**src/rtl/hazard_ctrl.sv**
```systemverilog
// Hazard and stall controller for the 5-stage MIPS pipeline: load-use stalls,
// taken-branch flushes, data-memory wait freezes with timeout, and perf counters.
`ifndef ASIZE
`define ASIZE 5
`endif

module hazard_ctrl #(
    parameter int unsigned MEM_TIMEOUT = 15,
    parameter int unsigned CNT_W       = 16
) (
    input  logic              clk,
    input  logic              rst,
    input  logic [`ASIZE-1:0] id_rs,
    input  logic [`ASIZE-1:0] id_rt,
    input  logic              id_use_rs,
    input  logic              id_use_rt,
    input  logic              ex_memread,
    input  logic              ex_wen,
    input  logic [`ASIZE-1:0] ex_waddr,
    input  logic              ex_branch_taken,
    input  logic              mem_req,
    input  logic              mem_ready,
    output logic              pc_en,
    output logic              ifid_en,
    output logic              ifid_flush,
    output logic              idex_en,
    output logic              idex_bubble,
    output logic              exmem_en,
    output logic              mem_err,
    output logic [1:0]        hazard_state,
    output logic [CNT_W-1:0]  stall_count,
    output logic [CNT_W-1:0]  flush_count
);

    localparam int unsigned WAIT_W = (MEM_TIMEOUT > 2) ? $clog2(MEM_TIMEOUT) : 1;
    localparam logic [WAIT_W-1:0] WAIT_LAST = WAIT_W'(MEM_TIMEOUT - 1);

    typedef enum logic [1:0] {
        RUN      = 2'b00,
        MEM_WAIT = 2'b01,
        ERR      = 2'b10
    } state_t;

    state_t              state, state_next;
    logic [WAIT_W-1:0]   wait_cnt, wait_cnt_next;
    logic                mem_err_next;
    logic                mem_wait;
    logic                load_use;

    assign mem_wait = mem_req & ~mem_ready;
    assign load_use = ex_memread & ex_wen & (ex_waddr != '0) &
                      ((id_use_rs & (id_rs == ex_waddr)) |
                       (id_use_rt & (id_rt == ex_waddr)));
    assign hazard_state = state;

    always_comb begin
        pc_en       = 1'b0;
        ifid_en     = 1'b0;
        idex_en     = 1'b0;
        exmem_en    = 1'b0;
        ifid_flush  = 1'b0;
        idex_bubble = 1'b0;
        // Freeze outranks branch, so a held branch fires only on the release cycle.
        if (rst || state == ERR || mem_wait) begin
            pc_en = 1'b0;
        end else if (ex_branch_taken) begin
            pc_en       = 1'b1;
            ifid_en     = 1'b1;
            idex_en     = 1'b1;
            exmem_en    = 1'b1;
            ifid_flush  = 1'b1;
            idex_bubble = 1'b1;
        end else if (load_use) begin
            idex_en     = 1'b1;
            exmem_en    = 1'b1;
            idex_bubble = 1'b1;
        end else begin
            pc_en    = 1'b1;
            ifid_en  = 1'b1;
            idex_en  = 1'b1;
            exmem_en = 1'b1;
        end
    end

    always_comb begin
        state_next    = state;
        wait_cnt_next = wait_cnt;
        mem_err_next  = mem_err;
        unique case (state)
            RUN: begin
                if (mem_wait) begin
                    state_next    = MEM_WAIT;
                    wait_cnt_next = WAIT_W'(1);
                end
            end
            MEM_WAIT: begin
                if (mem_ready) begin
                    state_next    = RUN;
                    wait_cnt_next = '0;
                end else if (wait_cnt == WAIT_LAST) begin
                    state_next   = ERR;
                    mem_err_next = 1'b1;
                end else begin
                    wait_cnt_next = wait_cnt + WAIT_W'(1);
                end
            end
            ERR: begin
                mem_err_next = 1'b1;
            end
            default: begin
                state_next    = RUN;
                wait_cnt_next = '0;
            end
        endcase
    end

    always_ff @(posedge clk or posedge rst) begin
        if (rst) begin
            state    <= RUN;
            wait_cnt <= '0;
            mem_err  <= 1'b0;
        end else begin
            state    <= state_next;
            wait_cnt <= wait_cnt_next;
            mem_err  <= mem_err_next;
        end
    end

    always_ff @(posedge clk or posedge rst) begin
        if (rst) begin
            stall_count <= '0;
            flush_count <= '0;
        end else begin
            if (!pc_en && stall_count != '1)
                stall_count <= stall_count + CNT_W'(1);
            if (ifid_flush && flush_count != '1)
                flush_count <= flush_count + CNT_W'(1);
        end
    end

endmodule

```
**config.mk**
```make
export PLATFORM = sky130hd
export DESIGN_NAME = hazard_ctrl
export DESIGN_NICKNAME = d
export VERILOG_FILES = /design/src/rtl/hazard_ctrl.sv
export SDC_FILE = /design/constraint.sdc
export NUM_CORES = 1
export LEC_CHECK = 0
export CAP_MARGIN = 20
export CELL_PAD_IN_SITES_DETAIL_PLACEMENT = 0
export CELL_PAD_IN_SITES_GLOBAL_PLACEMENT = 1
export CORE_ASPECT_RATIO = 0.8
export CORE_MARGIN = 2
export CORE_UTILIZATION = 35
export DETAILED_ROUTE_END_ITERATION = 6
export PLACE_DENSITY = 0.84
export SYNTH_ARGS = -nofsm -noshare
export SYNTH_HDL_FRONTEND = slang
export SYNTH_SLANG_ARGS = --single-unit
```
**constraint.sdc**
```tcl
create_clock -name clk -period 4 [get_ports clk]
set_clock_uncertainty 0.05 [all_clocks]
set_input_delay 1.2 -clock clk [delete_from_list [all_inputs] [get_ports clk]]
set_output_delay 1.2 -clock clk [all_outputs]
set_load 0.02 [all_outputs]
```
==> key figures <==
CTS
  • Bufs on Longest Clock Path: 2
  • CTS tree: built
  • Root Driver: clkbuf_8
  • Clock latency at the later pin of the worst-skew pair: 0.29 ns
  • Cts hold-fix bufs: 0
  • Clock sink count: 39
  • H-tree levels: 2
  • Cts bufs inserted: 5
  • Clk slew on worst S/H paths: 0.08 ns

Setup path
  • FF-to-FF Start: stall_count[3]$_DFFE_PP0P_
  • Req. time, crit path: 2.75 ns
  • Worst path cell trace: clkdlybuf4s50_1, xor2_1, nor4_2, a32oi_1, buf_4, o21ai_4, inv_2, buf_6
  • FF-to-FF setup slack: 1.75 ns
  • Reg2reg end: stall_count[1]$_DFFE_PP0P_
  • CP Capture Point: ifid_en
  • Worst setup path start: id_rt[2]
  • Critical path class: in2out
  • CP Launch Type: input port
  • CP endpoint kind: output pin
  • Critical Path AT: 2.63 ns
  • CP Max Fanout: 3
  • CP max-delay cell: clkdlybuf4s50_1
  • FF-to-FF path depth: 5
  • Slowest cell delay on critical path: 0.42 ns

Pwr
  • Worst IR drop on VDD: 0.131 mV
  • Sw power: 428 uW
  • Switching share of power: 34.4%
  • Internal Power: 815 uW
  • Clk network pwr share: 21.8%
  • Comb power frac: 34.5%
  • Static leakage: 0.00131 uW
  • Flop pwr share: 43.7%
  • Power per cell area: 411 nW/um^2

Floorplanning
  • Die X: 90.7 um
  • Full die area: 6660 um^2
  • IO Pins: 65
  • Row count: 25
  • Core Region: 5850 um^2
  • Die height: 73.4 um
  • Starting Density: 36.0%

Yosys
  • Synthesis Warnings: 0
  • Top-count cell post-synth: dfrtp_1
  • XOR/XNOR share of the synthesized area: 15.8%
  • Mean Syn Cell Area: 10.4 um^2
  • Seq/Total Area, Yosys: 46.3%
  • Cells taking the most area after synthesis: dfrtp_1 46%, xnor2_1 10%, xor2_1 5.8%
  • Largest family of logic cells by synthesized area: simple AND/OR/NAND/NOR gates
  • Asr flop ratio synth: 100%
  • Netlist cell types: 45
  • Cells after Synth: 202
  • Post-synth top cells: 39 x dfrtp_1, 24 x xnor2_1, 18 x nand3_1
  • Syn Nets: 230
  • Compound-gate portion of the synthesized area: 8.85%
  • Post-synth EDFFs: 0
  • Synth Flop Type: dfrtp_1
  • Post-synth top area share: 46.3%
  • Multiplexer area fraction after synthesis: 1.72%
  • Mapped cell area: 2110 um^2
  • Seq cells post-synth: 39
  • Post-synthesis adder-cell area fraction: 2.38%
  • Simple-gate share of the synthesized area: 22.2%
  • Dominant cell type by area after synthesis: dfrtp_1

Global routing
  • Initial antenna violation count: 0
  • Vias in the first global route: 1730
  • Total GRT Usage: 14.3%
  • First-pass GRT wire length: 7.74 mm
  • Largest net degree at the start of global routing: 40
  • Gr ovfl total: 0

Routing
  • Number of DRC markers in iteration 0: 70
  • WL/cell: 12.9 um
  • DRC viols: 0
  • Via count: 1791
  • Drt first pass iters: 4
  • Post-DRT Antenna Nets: 0
  • Avg Vias per Cell: 4.95
  • Total length of routed wires: 4.66 mm

Hold path
  • Worst Hold Class: reg2reg

STA
  • Worst-margin pin slew: 0.497 ns
  • RSZ-0062 raised after global routing: no
  • Fin. Hold Viols: 0
  • Final period util: 96.9%
  • # setup viols final: 0
  • Min Tclk post-route: 3.88 ns
  • FMAX: 258 MHz
  • Rel. slew slack: 66.7%
  • Setup TNS Final: 0 ns
  • Final Max Slew Viols: 0

Finish
  • Design Area, Final: 3020 um^2
  • Non-Filler Instances: 362
  • Register area: 976 um^2
  • Ant. Diodes: 0
  • Share of cells above drive strength 1: 13.9%
  • Fillers: 554
  • Syn-to-layout area delta: 43.4%
  • Fin nets: 309
  • Footprint of the multi-input gates: 1090 um^2

Status
  • Status: completed

Placed design
  • Placed Instances: 353
  • Post-DP Area: 2900 um^2
  • Global placement routability congestion: 0.783
  • Port buffer count: 64
  • Post-DP HPWL: 3.47 mm

Run
  • Max Cap Viol: 0
## power by group through the flow
| stage | sequential, uW | clock, uW | combinational [uW] |
|---|---|---|---|
| 6_report | 543 | 271 | 428 |
| 5_1_grt | 556 | 298 | 462 |
| 4_1_cts | 544 | 280 | 430 |
| 3_5_place_dp | 550 | 0 | 429 |
| 3_3_place_gp | 548 | 0 | 419 |
| 2_1_floorplan | 604 | 0 | 169 |
## layer usage
layer / vias to the layer above / part of all wire (%) / GRT usage [%]
met5: - / 0 / 0
met4: 0 / 1.4 / 4.10
met3: 7 / 4.9 / 3.38
met2: 45 / 49 / 25.2
met1: 867 / 45 / 17.8
li1: 872 / - / -
## state kept, by name, indices dropped and copies added (netlist names)
signal,cells
stall_count,16
hazard_state,2
flush_count,16
mem_err,1
wait_cnt,4
## stage by stage
step           total power [uW]  util, %  hold slack, ns  setup slack, ns
3_3_place_gp                967     49.6           0.413           -0.528
5_1_grt                    1320     51.6           0.459          0.00985
3_5_place_dp                980     49.6           0.413           -0.584
6_report                   1240     51.6           0.437            0.124
4_1_cts                    1250     51.1           0.442           0.0316
2_1_floorplan               773        -           0.482            0.123
## layout by cell type, fill, tap and decap left out, types with 2 or more instances in the layout
cell / count
xor2_1: 14
nor2_1: 10
or3_1: 2
and4_1: 2
dlymetal6s2s_1: 2
nor2b_1: 3
nand2_1: 14
inv_1: 5
nand4_1: 9
nand3_1: 18
ha_1: 4
a21oi_1: 7
a31oi_1: 2
and3_1: 10
xnor2_1: 24
dlygate4sd2_1: 8
and2_1: 2
buf_4: 14
dfrtp_1: 39
clkdlybuf4s50_1: 51
buf_6: 3
clkbuf_8: 6
## worst min path at each step
| stage | from | to | slack, ns | cells past startpoint |
|---|---|---|---|---|
| floorplan | wait_cnt[2]$_DFFE_PP0P_ | wait_cnt[2]$_DFFE_PP0P_ | 0.48 | 2 |
| global placement | mem_err$_DFFE_PP0P_ | mem_err$_DFFE_PP0P_ | 0.41 | 1 |
| detailed placement | mem_err$_DFFE_PP0P_ | mem_err$_DFFE_PP0P_ | 0.41 | 1 |
| CTS | flush_count[12]$_DFFE_PP0P_ | flush_count[12]$_DFFE_PP0P_ | 0.44 | 1 |
| global route | mem_err$_DFFE_PP0P_ | mem_err$_DFFE_PP0P_ | 0.46 | 1 |
| finish | mem_err$_DFFE_PP0P_ | mem_err$_DFFE_PP0P_ | 0.44 | 1 |
## worst max-delay path, delay by kind of cell
kind	cells	cell delay (ns)
buffers and inverters	4	0.79
and+or+nand+nor	1	0.27
AOI/OAI and AO/OA	2	0.22
xor gates and xnor gates	1	0.15
## cells by family after synthesis
family,Yosys count
XOR/XNOR,38
AO/OA/AOI/OAI,22
adder cells (fa/ha/maj),4
flip-flops,39
multiplexers,3
buffers and inverters,12
AND/OR/NAND/NOR,84
## repair_timing
item / in CTS / in global routing
setup buffers: 2 / 0
resized for setup: 23 / 10
pin swaps: 3 / 5
endpoints found under the setup margin: 6 / 3
## final cells by class
cell class	instances	share of cell area [%]
multi-input cells	151	36.0
flip-flops and latches	39	32.3
repair buffers	78	24.6
well taps	81	3.36
clock buffers	6	2.73
inverters	6	0.746
clock inverters	1	0.166
No activity file was read; power rests on OpenSTA's default activity.
